`config.mk`:
```
export PLATFORM = sky130hd
export DESIGN_NAME = alu_mult_ctrl
export DESIGN_NICKNAME = d
export VERILOG_FILES = /design/src/rtl/alu_mult_ctrl.sv
export SDC_FILE = /design/constraint.sdc
export NUM_CORES = 1
export LEC_CHECK = 0
export CORE_MARGIN = 2
export CORE_UTILIZATION = 48
export CTS_CLUSTER_DIAMETER = 60
export DETAILED_ROUTE_END_ITERATION = 10
export HOLD_SLACK_MARGIN = 0.1
export PLACE_DENSITY = 0.9
export SETUP_SLACK_MARGIN = 0.02
export SLEW_MARGIN = 20
export SYNTH_ARGS = -nofsm -noshare
export SYNTH_HDL_FRONTEND = slang
export SYNTH_SLANG_ARGS = --single-unit
```
`constraint.sdc`:
```
create_clock -name clk -period 2.5 [get_ports clk]
set_input_delay 0.375 -clock clk [delete_from_list [all_inputs] [get_ports clk]]
set_output_delay 0.375 -clock clk [all_outputs]
set_load 0.03 [all_outputs]
```
`src/rtl/alu_mult_ctrl.sv`:
```
// rtl/alu_mult_ctrl.sv - 16x16 unsigned shift-and-add multiply sequencer driving the shared ALU
module alu_mult_ctrl #(
    parameter int WIDTH = 16,
    parameter int CNT_W = 5
) (
    input  logic             clk,
    input  logic             rst_n,
    input  logic             start,
    input  logic [WIDTH-1:0] a_in,
    input  logic [WIDTH-1:0] b_in,
    output logic             busy,
    output logic             done,
    output logic [WIDTH-1:0] prod_hi,
    output logic [WIDTH-1:0] prod_lo,
    output logic             ovf,
    output logic [WIDTH-1:0] alu_r,
    output logic [WIDTH-1:0] alu_s,
    output logic [3:0]       alu_op,
    input  logic [WIDTH-1:0] alu_y,
    input  logic             alu_c
);

    localparam logic [3:0]       OP_ADD  = 4'b0100;
    localparam logic [3:0]       OP_PASS = 4'b0000;
    localparam logic [CNT_W-1:0] LAST    = CNT_W'(WIDTH - 1);

    typedef enum logic [1:0] {
        IDLE  = 2'd0,
        ADD   = 2'd1,
        SHIFT = 2'd2,
        DONE  = 2'd3
    } state_t;

    state_t           state;
    logic [WIDTH-1:0] mcand;
    logic [WIDTH-1:0] acc_hi;
    logic [WIDTH-1:0] acc_lo;
    logic             carry;
    logic [CNT_W-1:0] cnt;

    assign prod_hi = acc_hi;
    assign prod_lo = acc_lo;
    assign ovf     = |acc_hi;

    // ALU bus is registered one cycle ahead so it is stable for the whole ADD cycle.
    always_ff @(posedge clk or negedge rst_n) begin
        if (!rst_n) begin
            state  <= IDLE;
            mcand  <= '0;
            acc_hi <= '0;
            acc_lo <= '0;
            carry  <= 1'b0;
            cnt    <= '0;
            busy   <= 1'b0;
            done   <= 1'b0;
            alu_op <= OP_PASS;
            alu_r  <= '0;
            alu_s  <= '0;
        end else begin
            case (state)
                IDLE: begin
                    done <= 1'b0;
                    if (start) begin
                        mcand  <= a_in;
                        acc_lo <= b_in;
                        acc_hi <= '0;
                        carry  <= 1'b0;
                        cnt    <= '0;
                        busy   <= 1'b1;
                        alu_op <= OP_ADD;
                        alu_r  <= '0;
                        alu_s  <= a_in;
                        state  <= ADD;
                    end
                end
                ADD: begin
                    if (acc_lo[0]) begin
                        carry  <= alu_c;
                        acc_hi <= alu_y;
                    end else begin
                        carry  <= 1'b0;
                    end
                    alu_op <= OP_PASS;
                    alu_r  <= '0;
                    alu_s  <= '0;
                    state  <= SHIFT;
                end
                SHIFT: begin
                    acc_hi <= {carry, acc_hi[WIDTH-1:1]};
                    acc_lo <= {acc_hi[0], acc_lo[WIDTH-1:1]};
                    cnt    <= cnt + CNT_W'(1);
                    if (cnt == LAST) begin
                        done  <= 1'b1;
                        state <= DONE;
                    end else begin
                        alu_op <= OP_ADD;
                        alu_r  <= {carry, acc_hi[WIDTH-1:1]};
                        alu_s  <= mcand;
                        state  <= ADD;
                    end
                end
                DONE: begin
                    done  <= 1'b0;
                    busy  <= 1'b0;
                    state <= IDLE;
                end
                default: state <= IDLE;
            endcase
        end
    end

endmodule

```
Yosys cells after proc, flatten, opt, wreduce, memory -nomap -nowiden
Index checks and enable logic that the tools add are counted.

Bits of input ports: 52. Output and inout bits: 71. Flip-flop bits (word level): 94.

Equal/unequal tests: 8. Multiplexer cells: 25. Reduce and logical (&&, ||, !) cells: 15. Add/subtract/negate cells: 1.

Operators with widths (count): one-hot mux 16 bit (3 select lines) (3); 2-to-1 mux 16 bit (6); one-hot mux 16 bit (2 select lines) (1); OR reduction 16 bit (1); one-hot mux 4 bit (3 select lines) (1); one-hot mux 5 bit (2 select lines) (1); AND reduction 2 bit (5); 2-to-1 mux 4 bit (2); != test 2 bit (second input constant) (4); one-hot mux 2 bit (4 select lines) (1); nonzero test 2 bit (4); one-hot mux 1 bit (2 select lines) (3); AND reduction 3 bit (2); adder 5 x 1 -> 5 bit (second input constant) (1); equality test 5 x 4 -> 1 bit (second input constant) (1); 2-to-1 mux 5 bit (1); equality test 2 bit (second input constant) (2); 2-to-1 mux 1 bit (4); 2-to-1 mux 2 bit (2); nonzero test 3 bit (1); equality test 2 x 1 -> 1 bit (second input constant) (1); logical NOT 2 bit (1); OR reduction 2 bit (1).

Logic depth before layout (Yosys ltp)
Gate-level depths: netlist of run 1.

Word-level depth: 4. Mapped depth: 8.

Worst setup path after synthesis of run 1
OpenSTA, ideal clock, no wires.

Kind: register to register. Start: reg cnt[0]. End: reg alu_op[2]. Buffers on the path: 1. Path slack: 579 ps. Cell stages (with the launch flop): 7. Clock period less this slack: 1921 ps. Required time: 2420 ps. Data arrival time: 1841 ps. Library setup time: 80 ps. Cell sequence: dfrtp_1 > ha_1 > and3_1 > ha_1 > a211oi_4 > buf_8 > mux2i_1.

Longest elaborated chain between the ends: 3.

RTL lines: from (decl) (RTL line 39) `logic [CNT_W-1:0] cnt;`; from (signal assigned) (RTL line 91) `cnt <= cnt + CNT_W'(1);`; equality test 5 x 4 -> 1 bit (RTL line 92) `if (cnt == LAST) begin`; != test 2 bit (no line); AND reduction 3 bit (no line); to (signal assigned) (RTL line 70) `alu_op <= OP_ADD;`; to (signal assigned) (RTL line 83) `alu_op <= OP_PASS;`; to (signal assigned) (RTL line 96) `alu_op <= OP_ADD;`; to (decl) (RTL line 18) `output logic [3:0] alu_op,`.

Every way passes these cells. A chain may end at the register's enable or synchronous reset.

Worst setup path in the final report of run 1
Start: reg acc_hi[15] (netlist: prod_hi[15]). End: out ovf.

Longest elaborated chain between the ends: 1.

RTL lines: from (decl) (RTL line 36) `logic [WIDTH-1:0] acc_hi;`; from (signal assigned) (RTL line 79) `acc_hi <= alu_y;`; from (signal assigned) (RTL line 89) `acc_hi <= {carry, acc_hi[WIDTH-1:1]};`; OR reduction 16 bit (RTL line 43) `assign ovf = |acc_hi;`; to (decl) (RTL line 15) `output logic ovf,`.

Every way passes these cells.

==> results.txt, run 1 <==
Port Buf Inserts - 119
Tightest Pin Transition - 0.673 ns
postcts setup bufs - 0
WP data required - 2.12 ns
clk_skew - 0.0154 ns
Min-Delay Path Class - reg -> reg
peak supply drop - 0.680 mV
First-pass DRT Iterations - 5
Pwr Total - 0.00740 W
DR iter-0 viols - 174
Mapped Area - 4250 um2
Seq/Total Area, Yosys - 53.6%
area grow syn2layout - 34.2%
Worst-path clk slew - 0.08 ns
RSZ-0062 raised after global routing - false
most frequent cells in the layout - clkdlybuf4s50_1, dfrtp_1, nand2_1
flop and latch count out of synthesis - 91
CP endpoint kind - primary output
initial antenna violation count - 0
# fillers - 664
final setup vio count - 0
Avg Inst Size Synth - 11.2 um2
Starting Density - 49.2%
routed length per instance - 16.0 um
hold buffers post-CTS - 1
CTS tree - done
clock tree sinks - 91
share of cells above drive strength 1 - 10.9%
Slew Viols, Final - 0
Skew-Pair Late Insertion Delay - 0.34 ns
max_cap viols - 0
commonest non-fill, non-tap cell in the layout - clkdlybuf4s50_1
Die H - 98.1 um
Antenna diodes - 0
unique cell type count in the Yosys netlist - 32
Leakage - 2.59 nW
cell count after synthesis - 381
largest net degree at the start of global routing - 54
worst path arrival time - 2.05 ns
Core ar. - 8640 um2
dpl cell area - 5520 um2
final hold violations - 0
clk root buf - clkbuf_8
setup TNS - 0 ns
total number of vias - 3233
r2r startpoint - cnt[0]$_DFFE_PN0P_
nets - 559
Remaining Overflow, GRT - 0
CP startpoint kind - flop
Ys Warns - 0
post_cts resized - 0
status - completed
Die Width - 98.1 um
Final period util - 96.8%
first-pass GRT wire length - 16.0 mm
final WL - 9.85 mm
gpl congestion - 0.840
CTS H-tree depth - 3
total CTS buffers - 9
HPWL after DPL - 7.26 mm
Highest Clock Rate - 0.413 GHz
Max-slew headroom - 55.1%
Global Route Usage Sum - 20.5%
crit path max fanout - 4
detailed-route vias per instance - 5.27
I/O pins - 123
Worst setup startpoint - prod_hi[15]$_DFFE_PN0P_
DRC - 0
vias in the first global route - 3306
Crit Path Class - reg -> out
total die area - 9620 um2
Max Buffers Root-to-Sink - 2
Period minus WS final - 2.42 ns
worst hold start - cnt[4]$_DFFE_PN0P_
FP Rows - 34
fin area - 5700 um2
Antenna Nets Post-Route - 0
Pwr per Cell Area - 1300 nW/um2
## layout make-up
cell class	count	area, um2	share of cell area, %
tap	108	135	2.37
multi-input combinational	230	1680	29.5
inverter	37	139	2.44
sequential	91	2280	39.9
timing repair buffer	132	1300	22.8
clock buffer	10	128	2.24
clock inverter	6	40.0	0.702
## cell families (layout without fill, tap and decap cells)
kind of cell / after synthesis / count (layout) / synth area share (%)
mux: 82 / 82 / 20.3
buf+inv: 62 / 185 / 7.15
flops: 91 / 91 / 53.6
compound gates: 64 / 64 / 9.07
other cells: 1 / 3 / 0.0883
simple gates: 75 / 75 / 8.07
fa+ha+maj: 6 / 6 / 1.77
## worst max-delay path: stages, from the launching register on
cell and delay, ns:
dfrtp_1 0.43, nor4_1 0.47, nand4_1 0.17, clkdlybuf4s50_1 0.63
## path summary, 6_finish.rpt
path	to	slack, ns	cells after the start
max in group asynchronous	mcand[15]$_DFFE_PN0P_	1.15	3
hold / removal	cnt[4]$_DFFE_PN0P_	0.50	2
min in group asynchronous	alu_s[0]$_DFFE_PN0P_	0.61	2
setup / recovery	ovf	0.08	3
hold reg to reg	cnt[4]$_DFFE_PN0P_	0.50	2
setup reg to reg	alu_r[0]$_DFFE_PN0P_	0.51	6
## synthesized netlist by cell type
cell / count / area, um2
nor2b_4: 1 / 13.8
buf_6: 3 / 33.8
nand4_1: 1 / 6.26
buf_1: 4 / 15.0
a211oi_4: 1 / 20.0
and3_1: 1 / 6.26
mux2_1: 10 / 113
nand4b_1: 1 / 8.76
mux2i_1: 50 / 500
inv_1: 37 / 139
ha_1: 6 / 75.1
conb_1: 1 / 3.75
buf_2: 3 / 15.0
nor2b_1: 1 / 6.26
nand3_1: 3 / 15.0
a21oi_1: 22 / 110
buf_8: 3 / 45.0
dfrtp_1: 91 / 2280
nor4_1: 4 / 25.0
nand2b_1: 1 / 6.26
clkbuf_1: 9 / 33.8
buf_4: 3 / 22.5
and2_1: 1 / 6.26
nand2_1: 56 / 210
mux2_2: 22 / 248
a32o_1: 1 / 10.0
nor3_4: 1 / 16.3
o211ai_1: 2 / 15.0
nor2_1: 2 / 7.51
o21ai_0: 22 / 110
nand3b_1: 2 / 15.0
a22oi_1: 16 / 120
## metrics by stage
stage | cells | util (%) | setup WS [ns] | hold slack, ns
6_report | 614 | 66.0 | 0.0792 | 0.499
5_1_grt | 614 | 66.0 | 0.0264 | 0.527
3_5_place_dp | 597 | 64.0 | 0.468 | 0.456
2_1_floorplan | 383 | - | 0.579 | 0.0794
4_1_cts | 614 | 66.0 | 0.0891 | 0.500
3_3_place_gp | 597 | 64.0 | 0.545 | 0.446
## state kept, by name, indices dropped and copies added, names as in the netlist
| signal | flops |
|---|---|
| alu_r | 16 |
| mcand | 16 |
| alu_s | 16 |
| state | 2 |
| busy | 1 |
| done | 1 |
| prod_lo | 16 |
| carry | 1 |
| prod_hi | 16 |
| alu_op | 1 |
| cnt | 5 |
## routing by layer
layer	track usage, %	wire length [um]	vias up
met2	35.5	5090	103
met3	5.44	583	11
met1	26.1	4040	1591
li1	-	-	1528
met4	4.27	128	0
met5	0	0	-
## report_power, final
group	internal, W	switching (W)
Clock	0.000363	0.000517
Sequential	0.00204	0.000391
Combinational	0.00177	0.00232
Total	0.00417	0.00323
No activity file was read; power rests on OpenSTA's default activity.
==> run 2: changes to the inputs <==
--- a/config.mk
+++ b/config.mk
@@ -14,2 +14,3 @@
 export SETUP_SLACK_MARGIN = 0.02
+export SKIP_LAST_GASP = 1
 export SLEW_MARGIN = 20
==> constraint.sdc (replaced) <==
create_clock -name clk -period 2.5 [get_ports clk]
set_input_delay 0.625 -clock clk [delete_from_list [all_inputs] [get_ports clk]]
set_output_delay 0.625 -clock clk [all_outputs]
set_load 0.03 [all_outputs]
==> results.txt, run 2 (synthesis results as in run 1) <==
status - completed
area grow syn2layout - 35.2%
clock tree sinks - 91 (unchanged)
First-pass DRT Iterations - 4 (-1)
Tightest Pin Transition - 0.659 ns (-0.0139 ns)
worst setup path endpoint - ovf
Highest Clock Rate - 0.431 GHz (+4.3%)
Core ar. - 8640 um2 (unchanged)
peak supply drop - 0.643 mV (-5.4%)
largest net degree at the start of global routing - 51 (-5.6%)
Remaining Overflow, GRT - 0 (unchanged)
Skew-Pair Late Insertion Delay - 0.35 ns (about the same)
Period minus WS final - 2.32 ns (-0.0993 ns)
Buf/Inv on CP - 1 (unchanged)
DP Worst Slack - 0.219 ns (-0.249 ns)
routed wl met3 - 508 um (-13%)
postcts setup bufs - 0 (unchanged)
Max Buffers Root-to-Sink - 2 (unchanged)
first-pass GRT wire length - 16.4 mm (+2.8%)
max_cap viols - 0 (unchanged)
HPWL after DPL - 7.06 mm (-2.7%)
clk root buf - clkbuf_8
Crit Path Class - reg -> out
DR iter-0 viols - 162 (-6.9%)
Max-slew headroom - 56.1% (+0.92 points)
vias in the first global route - 3358 (+1.6%)
gpl congestion - 0.808 (-3.8%)
dpl cell area - 5530 um2 (+0.18%)
RSZ-0062 raised after global routing - false
RR Endpoint - alu_s[1]$_DFFE_PN0P_
critical path's top delay family - simple AND/OR/NAND/NOR gates
Leakage - 2.60 nW (+0.71%)
CP startpoint kind - flop
I/O pins - 123 (unchanged)
CP max stage delay - 0.43 ns (-0.20 ns)
fin area - 5740 um2 (+0.75%)
Worst setup startpoint - prod_hi[3]$_DFFE_PN0P_
r2r startpoint - cnt[0]$_DFFE_PN0P_
worst hold margin - 0.282 ns (-0.217 ns)
DRC - 0 (unchanged)
setup TNS - 0 ns (unchanged)
Antenna Nets Post-Route - 0 (unchanged)
final WL - 9.70 mm (-1.5%)
CP endpoint kind - primary output
flop-to-flop setup slack - 0.42 ns (-0.09 ns)
hold buffers post-CTS - 0 (-1)
Worst path depth - 3 (unchanged)
FP Rows - 34 (unchanged)
initial antenna violation count - 0 (unchanged)
crit path max fanout - 4 (unchanged)
Worst-path clk slew - 0.10 ns (+0.02 ns)
Min-Delay Path Class - in -> async
met1 wire length - 4.08 mm (+0.97%)
Global Route Usage Sum - 21.2% (+0.67 points)
detailed-route vias per instance - 5.23 (-0.65%)
nets - 556 (-0.54%)
Cell Chain, Critical Path - nor4_1, nand4_1, dlygate4sd2_1
share of cells above drive strength 1 - 10.6% (-0.31 points)
final hold violations - 0 (unchanged)
met2 routed wirelength - 4.93 mm (-3.2%)
Antenna diodes - 0 (unchanged)
commonest non-fill, non-tap cell in the layout - clkdlybuf4s50_1
DR top layer - met4
WP data required - 1.88 ns (-0.24 ns)
final setup vio count - 0 (unchanged)
Pwr Total - 0.00760 W (+2.7%)
Slew Viols, Final - 0 (unchanged)
total die area - 9620 um2 (unchanged)
worst path arrival time - 1.70 ns (-0.35 ns)
Final period util - 92.9% (-4.0 points)
routed length per instance - 15.9 um (-0.87%)
CTS H-tree depth - 3 (unchanged)
Starting Density - 49.2% (unchanged)
total CTS buffers - 9 (unchanged)
CTS tree - done
cells on worst reg2reg path - 6 (unchanged)
Die Width - 98.1 um (unchanged)
Pwr per Cell Area - 1320 nW/um2 (+2.0%)
most frequent cells in the layout - clkdlybuf4s50_1, dfrtp_1, nand2_1
Die H - 98.1 um (unchanged)
clk_skew - 0.0173 ns (+0.00185 ns)
slowest CP cell - dfrtp_1
total number of vias - 3191 (-1.3%)
Port Buf Inserts - 119 (unchanged)
crit path setup slack, layout - 0.179 ns (+0.0993 ns)
[run 2: cell type report]
cell class | count | area (um2)
Clock buffer | 9 | 124
Clock inverter | 6 | 87.6
Fill cell | 663 | 2890
Inverter | 37 | 139
Multi-Input combinational cell | 230 | 1680
Sequential cell | 91 | 2280
Tap cell | 108 | 135
Timing Repair Buffer | 129 | 1300
[run 2: how the worst min path moves through the flow]
stage / from / cells past startpoint / endpoint
after floorplan: rst_n / 0 / alu_op[2]$_DFFE_PN0P_
after global placement: cnt[4]$_DFFE_PN0P_ / 2 / cnt[4]$_DFFE_PN0P_
after detailed placement: mcand[6]$_DFFE_PN0P_ / 1 / mcand[6]$_DFFE_PN0P_
after CTS: rst_n / 1 / alu_s[0]$_DFFE_PN0P_
after global routing: rst_n / 1 / alu_s[2]$_DFFE_PN0P_
final: rst_n / 1 / alu_s[0]$_DFFE_PN0P_
[run 2: what timing repair did]
action / CTS / global route
endpoints found under the hold margin: 0 / 0
endpoints found under the setup margin: 1 / 0
resized for setup: 1 / 0
[run 2: routing by layer]
layer,up-vias,global-route usage (%)
li1,1524,-
met3,22,5.37
met1,1543,27.6
met4,0,6.09
met2,102,35.2
met5,-,0
[run 2: power by group]
part           internal (W)  switching, W
logic               0.00178       0.00231
registers           0.00204      0.000400
clock network      0.000562      0.000507
[run 2: per-stage QoR]
| stage | cells | utilization, % |
|---|---|---|
| after floorplan | 383 | - |
| after global routing | 610 | 66.5 |
| final | 610 | 66.5 |
| after CTS | 610 | 66.5 |
| after detailed placement | 595 | 64.1 |
| after global placement | 595 | 64.1 |
==> run 3: changes to the inputs <==
TNS_END_PERCENT = 1   (was unset)
==> results of run 3 <==
Final layout, timing and power as in run 2 (identical DEF).
